$ cat src/rtl/apb_req_arbiter.sv
// Round-robin arbiter that shares one APB master port among NUM_REQ requesters.
// Define APB_ARB_TIMEOUT_EN to abort ACCESS after TIMEOUT wait states with an err pulse.
module apb_req_arbiter #(
    parameter int NUM_REQ = 4,
    parameter int ADDR_W  = 8,
    parameter int DATA_W  = 8,
    parameter int TIMEOUT = 15
) (
    input  logic                      pclk,
    input  logic                      preset,
    input  logic [NUM_REQ-1:0]        req,
    input  logic [NUM_REQ-1:0]        req_write,
    input  logic [NUM_REQ*ADDR_W-1:0] req_addr,
    input  logic [NUM_REQ*DATA_W-1:0] req_wdata,
    output logic [NUM_REQ-1:0]        gnt,
    output logic [NUM_REQ-1:0]        done,
    output logic [NUM_REQ-1:0]        err,
    output logic [DATA_W-1:0]         rdata,
    output logic                      psel,
    output logic                      penable,
    output logic                      pwrite,
    output logic [ADDR_W-1:0]         paddr,
    output logic [DATA_W-1:0]         pwdata,
    input  logic [DATA_W-1:0]         prdata,
    input  logic                      pready
);
    localparam int IDX_W = (NUM_REQ > 1) ? $clog2(NUM_REQ) : 1;

    localparam logic [1:0] ST_IDLE   = 2'd0;
    localparam logic [1:0] ST_SETUP  = 2'd1;
    localparam logic [1:0] ST_ACCESS = 2'd2;

    logic [1:0]         state_q, state_d;
    logic [IDX_W-1:0]   ptr_q, ptr_d;
    logic [NUM_REQ-1:0] gnt_q, gnt_d;
    logic [NUM_REQ-1:0] done_q, done_d;
    logic               psel_q, psel_d;
    logic               penable_q, penable_d;
    logic               pwrite_q, pwrite_d;
    logic [ADDR_W-1:0]  paddr_q, paddr_d;
    logic [DATA_W-1:0]  pwdata_q, pwdata_d;
    logic [DATA_W-1:0]  rdata_q, rdata_d;

`ifdef APB_ARB_TIMEOUT_EN
    localparam int CNT_W = $clog2(TIMEOUT + 1);
    logic [CNT_W-1:0]   cnt_q, cnt_d;
    logic [NUM_REQ-1:0] err_q, err_d;
`endif

    logic [ADDR_W-1:0]  addr_arr  [NUM_REQ];
    logic [DATA_W-1:0]  wdata_arr [NUM_REQ];
    logic [NUM_REQ-1:0] elig;
    logic               win_found;
    logic [IDX_W-1:0]   win_idx;
    logic               end_xfer;

    for (genvar g = 0; g < NUM_REQ; g++) begin : g_unpack
        assign addr_arr[g]  = req_addr[g*ADDR_W +: ADDR_W];
        assign wdata_arr[g] = req_wdata[g*DATA_W +: DATA_W];
    end

    // The owner's request is still high during its done cycle; mask it so it cannot re-win.
    assign elig = req & ~done_q;

    always_comb begin
        win_found = 1'b0;
        win_idx   = '0;
        for (int i = 1; i <= NUM_REQ; i++) begin
            if (!win_found && elig[IDX_W'((int'(ptr_q) + i) % NUM_REQ)]) begin
                win_found = 1'b1;
                win_idx   = IDX_W'((int'(ptr_q) + i) % NUM_REQ);
            end
        end
    end

    always_comb begin
        // NOTE: every next-state signal gets a default first, so no path can infer a latch.
        state_d   = state_q;
        ptr_d     = ptr_q;
        gnt_d     = gnt_q;
        done_d    = '0;
        psel_d    = psel_q;
        penable_d = penable_q;
        pwrite_d  = pwrite_q;
        paddr_d   = paddr_q;
        pwdata_d  = pwdata_q;
        rdata_d   = rdata_q;
        end_xfer  = 1'b0;
`ifdef APB_ARB_TIMEOUT_EN
        cnt_d     = cnt_q;
        err_d     = '0;
`endif
        case (state_q)
            ST_IDLE: begin
                if (win_found) begin
                    state_d   = ST_SETUP;
                    ptr_d     = win_idx;
                    gnt_d     = NUM_REQ'(1) << win_idx;
                    psel_d    = 1'b1;
                    penable_d = 1'b0;
                    pwrite_d  = req_write[win_idx];
                    paddr_d   = addr_arr[win_idx];
                    pwdata_d  = wdata_arr[win_idx];
                end
            end
            ST_SETUP: begin
                state_d   = ST_ACCESS;
                penable_d = 1'b1;
`ifdef APB_ARB_TIMEOUT_EN
                cnt_d     = '0;
`endif
            end
            ST_ACCESS: begin
                if (pready) begin
                    end_xfer = 1'b1;
                    if (!pwrite_q) rdata_d = prdata;
                end
`ifdef APB_ARB_TIMEOUT_EN
                else if (cnt_q == CNT_W'(TIMEOUT - 1)) begin
                    end_xfer = 1'b1;
                    err_d    = gnt_q;
                end else begin
                    cnt_d = cnt_q + CNT_W'(1);
                end
`endif
                if (end_xfer) begin
                    state_d   = ST_IDLE;
                    psel_d    = 1'b0;
                    penable_d = 1'b0;
                    gnt_d     = '0;
                    done_d    = gnt_q;
                end
            end
            default: begin
                state_d   = ST_IDLE;
                psel_d    = 1'b0;
                penable_d = 1'b0;
                gnt_d     = '0;
            end
        endcase
    end

    // NOTE: state registers use non-blocking assignments so every flop samples pre-edge values.
    always_ff @(posedge pclk or posedge preset) begin
        if (preset) begin
            state_q   <= ST_IDLE;
            ptr_q     <= IDX_W'(NUM_REQ - 1);
            gnt_q     <= '0;
            done_q    <= '0;
            psel_q    <= 1'b0;
            penable_q <= 1'b0;
            pwrite_q  <= 1'b0;
            paddr_q   <= '0;
            pwdata_q  <= '0;
            rdata_q   <= '0;
`ifdef APB_ARB_TIMEOUT_EN
            cnt_q     <= '0;
            err_q     <= '0;
`endif
        end else begin
            state_q   <= state_d;
            ptr_q     <= ptr_d;
            gnt_q     <= gnt_d;
            done_q    <= done_d;
            psel_q    <= psel_d;
            penable_q <= penable_d;
            pwrite_q  <= pwrite_d;
            paddr_q   <= paddr_d;
            pwdata_q  <= pwdata_d;
            rdata_q   <= rdata_d;
`ifdef APB_ARB_TIMEOUT_EN
            cnt_q     <= cnt_d;
            err_q     <= err_d;
`endif
        end
    end

    assign gnt     = gnt_q;
    assign done    = done_q;
    assign rdata   = rdata_q;
    assign psel    = psel_q;
    assign penable = penable_q;
    assign pwrite  = pwrite_q;
    assign paddr   = paddr_q;
    assign pwdata  = pwdata_q;
`ifdef APB_ARB_TIMEOUT_EN
    assign err     = err_q;
`else
    assign err     = '0;
`endif

endmodule

$ cat config.mk
export PLATFORM = sky130hd
export DESIGN_NAME = apb_req_arbiter
export DESIGN_NICKNAME = d
export VERILOG_FILES = /design/src/rtl/apb_req_arbiter.sv
export SDC_FILE = /design/constraint.sdc
export NUM_CORES = 1
export LEC_CHECK = 0
export CAP_MARGIN = 20
export CORE_MARGIN = 2
export CORE_UTILIZATION = 41
export DETAILED_ROUTE_END_ITERATION = 6
export PLACE_DENSITY_LB_ADDON = 0.15
export SYNTH_ARGS = -nofsm -noshare
export SYNTH_HDL_FRONTEND = slang
export SYNTH_SLANG_ARGS = --single-unit
$ cat constraint.sdc
create_clock -name pclk -period 4.1 [get_ports pclk]
set_input_delay 1.23 -clock pclk [delete_from_list [all_inputs] [get_ports pclk]]
set_output_delay 1.23 -clock pclk [all_outputs]
set_load 0.02 [all_outputs]
==> results of run 1 <==
[flip-flops by register name, indices dropped and copies added (netlist names)]
signal / cells
psel: 1
ptr_q: 2
paddr: 8
gnt: 4
rdata: 8
done: 4
pwrite: 1
state_q: 2
pwdata: 8
[stage by stage]
step | util, % | worst slack [ps]
3_5_place_dp | 67.7 | 707
5_1_grt | 69.9 | 900
2_1_floorplan | - | 1630
4_1_cts | 69.9 | 1030
3_3_place_gp | 67.7 | 822
6_report | 69.9 | 1060
[worst register-to-register path: cells and delay by family (launching register included)]
kind               cells  cell delay [ps]
DFF                    1              600
muxes                  1              350
AOI/OAI and AO/OA      2              500
and+or+nand+nor        2              500
[per-layer routing]
metal,wire (um),part of all wire (%)
met4,59,1.1
met2,2730,51
met5,0,0
met1,2170,41
met3,398,7.4
[area by class of cell]
cell class              count  share of cell area (%)
clock inverters             1                   0.891
inverters                   3                   0.334
multi-input cells         127                    30.3
repair buffers            120                    35.4
clock buffers               7                    2.27
flip-flops and latches     38                    28.3
well taps                  67                    2.49
[layout by cell type, fill, tap and decap left out, types with 3 or more instances in the layout]
master,synthesis,layout
sky130_fd_sc_hd__o221ai_1,11,11
sky130_fd_sc_hd__mux2_2,9,9
sky130_fd_sc_hd__dfrtp_1,36,36
sky130_fd_sc_hd__nand2_1,27,27
sky130_fd_sc_hd__nor2_1,6,6
sky130_fd_sc_hd__clkdlybuf4s50_1,0,117
sky130_fd_sc_hd__buf_4,4,3
sky130_fd_sc_hd__mux2i_1,34,34
sky130_fd_sc_hd__o21ai_0,3,3
sky130_fd_sc_hd__conb_1,1,4
sky130_fd_sc_hd__and2_1,4,4
sky130_fd_sc_hd__inv_1,3,3
sky130_fd_sc_hd__clkbuf_8,1,5
sky130_fd_sc_hd__o221ai_2,6,6
[cells by family after synthesis]
logic type      Yosys count
compound gates           29
buf+inv                  15
flops                    38
mux                      43
other cells               1
simple gates             51
[worst paths after layout]
kind / from / endpoint / slack [ps] / cells past startpoint
max: req[3] / paddr[7] / 1060 / 6
min: psel / psel / 480 / 2
max reg2reg: ptr_q[1] / pwrite / 2010 / 5
min reg2reg: psel / psel / 480 / 2
max in group asynchronous: preset / ptr_q[1] / 2390 / 3
min in group asynchronous: preset / rdata[2] / 1360 / 3
[power by group through the flow]
| stage | logic [uW] | registers (uW) | clock network [uW] |
|---|---|---|---|
| final | 1260 | 666 | 304 |
| after global routing | 1360 | 691 | 331 |
| after CTS | 1280 | 667 | 309 |
| after detailed placement | 1270 | 669 | 0 |
| after global placement | 1260 | 667 | 0 |
| after floorplan | 633 | 833 | 0 |
==> impl_summary.txt, run 1 <==
----------------------------------------------------
[Outcome]
  Outcome ... complete, no violations

[Critical path]
  Worst-path cell chain ... clkdlybuf4s50_1, nor2b_4, nand2b_4, o21ai_4, or3_1, o221ai_1
  Kind of capture point of the worst setup path ... flip-flop
  Worst Path Arrival ... 3160 ps
  Maximum fanout count along the critical path ... 18
  Top cell family by delay on the critical path ... simple AND/OR/NAND/NOR gates
  Critical Path Max Stage Delay ... between 600 and 700 ps
  Class of the most critical setup path ... in2reg
  Launching element type of the critical path ... input port
  Required time at the worst-slack endpoint ... roughly 4200 ps
  Critical-path top delay cell ... sky130_fd_sc_hd__or3_1
  Crit path buffers/inverters ... 1

[Finish]
  Layout Area Growth over Synthesis ... 62.3%
  Non-Filler Cell Area, Final ... between 3000 and 4000 um^2
  Area of all sequential standard cells ... 953 um^2
  Footprint of the multi-input gates ... between 1000 and 1500 um^2
  Total Nets Final ... 378
  Fill cell total of the finished layout ... 400
  Final non-filler cell total ... 363
  Diode insertion count for antenna repair ... 0
  Fraction of layout instances using a drive strength above 1 ... 12.2%

[Hold path]
  Hold/Removal Path Class ... reg2reg

[Logic synthesis]
  Share of Yosys cell area claimed by the top area cell type ... 43.4%
  Mux share of post-synthesis cell area ... a little over a fifth
  Area share of xor/xnor cells in the synthesized design ... 0%
  Commonest cells post-synth ... sky130_fd_sc_hd__dfrtp_1, sky130_fd_sc_hd__mux2i_1, sky130_fd_sc_hd__nand2_1
  Count of cell types in the netlist ... 37
  Adder and majority gate portion of the synthesized area ... 0%
  Part of the Yosys area used for sequential elements ... 45.9%
  Number of standard cells after synthesis ... 177
  Most common flop cell mapped by yosys ... sky130_fd_sc_hd__dfrtp_1
  Dominant combinational cell family by area after synthesis ... multiplexers
  Syn avg cell area ... roughly 12 um^2
  Synth area leaders ... sky130_fd_sc_hd__dfrtp_1, sky130_fd_sc_hd__mux2i_1, sky130_fd_sc_hd__mux2_2
  Synth area leader ... sky130_fd_sc_hd__dfrtp_1
  Library cell with the highest instance count after synthesis ... sky130_fd_sc_hd__dfrtp_1
  Cell area after synthesis ... 2080 um^2
  Async S/R FF share, synth ... 100%
  Count of flip-flops with a built-in enable after synthesis ... 0
  Post-synthesis sequential element count ... 38
  Syn. warnings ... 0
  Area fraction in and, or, nand and nor cells after synthesis ... 13.0%
  Synth Area in Compound Gates ... 14.2%

[Clocking]
  Total of hold buffers inserted after clock tree synthesis ... 0
  Number of buffers added by the clock tree synthesis step ... 5
  Reg clk slew, reported paths ... 70 ps
  Number of gates resized after cts ... 0
  Root cell of the clock tree ... sky130_fd_sc_hd__clkbuf_8
  Clock tree from TritonCTS ... built
  Clock insertion delay at the later pin of the skew report ... between 200 and 300 ps
  Deepest clock path buffer count ... 2
  H-Tree Level Count ... 2
  # clock sinks ... 38
  Setup bufs post-CTS ... 0

[Global routing]
  Met2 track demand over resource in global routing ... 32.7%
  Pin count of the biggest net entering global routing ... 39
  Met1 GRT Util ... 25.1%
  GR peak layer ... met2
  GR Util All Layers ... around 20%
  Residual overflow from global routing ... 0
  Via count of the first global-routing pass ... 1,844
  Antenna violations before repair ... 0
  Wire length of the first global-routing pass ... between 8000 and 9000 um
  Met3 track demand over resource ... approximately 5.4%

[Power]
  Fraction of power consumed by combinational cells ... 56.5%
  Worst vdd ir ... about 0.46 mV
  Clk pwr share ... 13.6%
  Areal power density over the cells ... 661 nW/um^2
  Seq pwr share ... 29.9%
  Leak ... approximately 0.0015 uW
  Switch share ... 39.2%
  Switching power of the nets ... 874 uW
  Internal power component ... 1350 uW
  Pwr Total ... 2230 uW

[STA]
  Max transition margin ... 50.2%
  Final worst path period need ... 3040 ps
  Setup repair after global routing missed its margin ... false
  Max-slew violations ... 0
  Sum of negative setup slack ... 0 ps
  Final setup violation count ... 0
  Final number of hold-violating endpoints ... 0
  Max Fclk ... 329 MHz
  Worst hold-check slack ... between 400 and 500 ps
  Actual slew at the worst max-slew pin ... roughly 750 ps
  Worst clock skew ... 7.81 ps
  Period Utilization, post-route ... 74.2%

[Floorplanning]
  Num ports ... 122
  DIE HEIGHT ... between 70 and 80 um
  Initial cell density of the core ... 43.1%
  Number of core rows ... 25
  Die span in x ... 75.2 um
  Core footprint ... 4820 um^2
  Floorplan die area ... 5650 um^2

[Drt]
  Number of iterations in the first detailed-routing pass ... 4
  DR WL/cell ... 14.7 um
  Number of vias after detailed routing ... 1,831
  Antenna-violating nets left ... 0
  Mean number of vias per cell ... around 5.0
  Total routed wirelength ... 5350 um
  Initial DRC count ... 127
  Number of DRC violations after detailed routing ... 0

[Placed design]
  Area post-placement ... 3260 um^2
  Half-perimeter wire length after placement ... between 4000 and 5000 um
  Number of I/O port buffers ... between 100 and 150
  Routability cong. ... 0.735
  Cell count after placement ... 355

[Flow run]
  MaxCap Viol Count ... 0

----------------------------------------------------
Note: power is estimated with default switching activity, not from simulation.
==> run 2: changes to the inputs <==
- CORE_UTILIZATION: 41 -> 38
- clock period: 4.1 -> 2.8 ns (I/O delays scaled with it)
==> run 2 against run 1 <==
  * Flip-flop and latch count unchanged
  * Via count decreased by 1.0%
  * Routed wire length is 0.47% higher
  * Total power rose by 48%
  * Utilization decreased by 4.1 points
  * Critical endpoint is now paddr[5]
  * Highest routed layer unchanged
==> impl_summary.txt, run 2 (same netlist as run 1, synthesis figures left out) <==
----------------------------------------------------
[Outcome]
  Outcome ... complete, no violations

[STA]
  Actual slew at the worst max-slew pin ... just over 500 ps
  Setup repair after global routing missed its margin ... false
  Period Utilization, post-route ... 83.4%
  Max-slew violations ... 0
  Final number of hold-violating endpoints ... 0
  Max Fclk ... 428 MHz
  Worst clock skew ... 5.91 ps
  Max transition margin ... 65.7%
  Sum of negative setup slack ... 0 ps
  Final worst path period need ... 2340 ps
  Final setup violation count ... 0

[Finish]
  Diode insertion count for antenna repair ... 0
  Final non-filler cell total ... 370
  Commonest cells after routing, fill and taps aside ... sky130_fd_sc_hd__clkdlybuf4s50_1, sky130_fd_sc_hd__dfrtp_1, sky130_fd_sc_hd__mux2i_1
  Most common library cell in the layout ignoring fill and taps ... sky130_fd_sc_hd__clkdlybuf4s50_1
  Layout Area Growth over Synthesis ... 65.0%
  Fraction of layout instances using a drive strength above 1 ... 13.7%
  Total Nets Final ... 382

[Power]
  Worst vdd ir ... 0.546 mV
  Leak ... between 0.001 and 0.0015 uW
  Areal power density over the cells ... 960 nW/um^2

[Critical path]
  Worst R2R End ... paddr[2]
  Beginning of the worst register-to-register path ... ptr_q[1]
  Maximum fanout count along the critical path ... 18
  First element of the critical path ... req[3]
  R2r setup slk ... 980 ps
  Worst Path Arrival ... 2530 ps
  Kind of capture point of the worst setup path ... flip-flop
  Class of the most critical setup path ... in2reg
  Capturing instance or port of the critical path ... paddr[5]
  Required time at the worst-slack endpoint ... 3000 ps
  Depth of the worst register-to-register path ... 6
  Launching element type of the critical path ... input port

[Clocking]
  Root cell of the clock tree ... sky130_fd_sc_hd__clkbuf_8
  Total of hold buffers inserted after clock tree synthesis ... 0
  Setup bufs post-CTS ... 0
  Clock insertion delay at the later pin of the skew report ... 280 ps
  Reg clk slew, reported paths ... roughly 70 ps
  # clock sinks ... 38
  Deepest clock path buffer count ... 2
  Number of buffers added by the clock tree synthesis step ... 5
  Clock tree from TritonCTS ... built
  Number of gates resized after cts ... 0
  H-Tree Level Count ... 2

[Flow run]
  MaxCap Viol Count ... 0

[Drt]
  Mean number of vias per cell ... between 4 and 5
  Antenna-violating nets left ... 0
  Number of DRC violations after detailed routing ... 0
  Number of vias after detailed routing ... 1,812
  Number of iterations in the first detailed-routing pass ... 4
  Initial DRC count ... a little over 90
  Total routed wirelength ... 5380 um
  DR WL/cell ... 14.5 um

[Floorplanning]
  Number of core rows ... 26
  Num ports ... 122
  Floorplan die area ... slightly above 6000 um^2
  Core footprint ... 5200 um^2
  DIE HEIGHT ... 77.9 um
  Initial cell density of the core ... 39.9%
  Die span in x ... 77.9 um

[Global routing]
  Antenna violations before repair ... 0
  Residual overflow from global routing ... 0
  GR Util All Layers ... 17.8%
  Wire length of the first global-routing pass ... 8660 um
  Pin count of the biggest net entering global routing ... 39
  Via count of the first global-routing pass ... 1,816

[Placed design]
  Routability cong. ... 0.771
  Cell count after placement ... roughly 360
  Number of I/O port buffers ... 117
  Half-perimeter wire length after placement ... 4090 um

[Hold path]
  Hold/Removal Path Class ... reg2reg
  Count of cells along the worst hold path ... 2

----------------------------------------------------
-- run 2: cell count changes in the layout (fill, tap and decap cells not counted) --
cell                        previous run  this run
sky130_fd_sc_hd__buf_4                 3         4
sky130_fd_sc_hd__bufinv_16             1         0
sky130_fd_sc_hd__clkbuf_1              2         1
sky130_fd_sc_hd__buf_12                0         3
sky130_fd_sc_hd__clkbuf_8              5         6
sky130_fd_sc_hd__clkinv_2              0         1
-- run 2: worst min-delay path by stage --
stage,from,endpoint
after floorplan,ptr_q[0],ptr_q[0]
after global placement,psel,psel
after detailed placement,psel,psel
after CTS,psel,psel
after global routing,psel,psel
final,psel,psel
-- run 2: where the power goes --
| part | switching, uW | internal (uW) | total [uW] |
|---|---|---|---|
| sequential | 163 | 807 | 970 |
| clock | 181 | 199 | 379 |
| combinational | 954 | 985 | 1940 |
| total | 1300 | 1990 | 3290 |
-- run 2: cell type report --
class / instances / area [um^2]
fill: 433 / 1780
sequential: 38 / 953
tap: 70 / 87.6
multi-input combinational: 127 / 1020
inverter: 3 / 11.3
timing repair buffer: 124 / 1260
clock buffer: 7 / 86.3
clock inverter: 1 / 5.00
-- run 2: through the flow --
stage	area, um^2	hold WS (ps)	utilization [%]	setup slack, ps	power [uW]
5_1_grt	3430	512	65.8	355	3510
3_5_place_dp	3330	465	64.1	159	2940
4_1_cts	3430	482	65.8	466	3330
2_1_floorplan	2090	459	-	718	2150
3_3_place_gp	3330	463	64.1	211	2910
6_report	3430	472	65.8	464	3290
-- run 2: layer usage --
metal | routed length (um) | global-route usage [%]
met4 | 19 | 4.21
met1 | 2390 | 23.8
met5 | 0 | 0
met2 | 2540 | 27.9
met3 | 429 | 6.05
-- run 2: critical path, stage by stage --
cell and delay (ps):
sky130_fd_sc_hd__clkdlybuf4s50_1 470, sky130_fd_sc_hd__nor2b_4 180, sky130_fd_sc_hd__nor2_1 50, sky130_fd_sc_hd__o21a_1 210, sky130_fd_sc_hd__or3_1 350, sky130_fd_sc_hd__buf_4 220, sky130_fd_sc_hd__o221ai_1 210
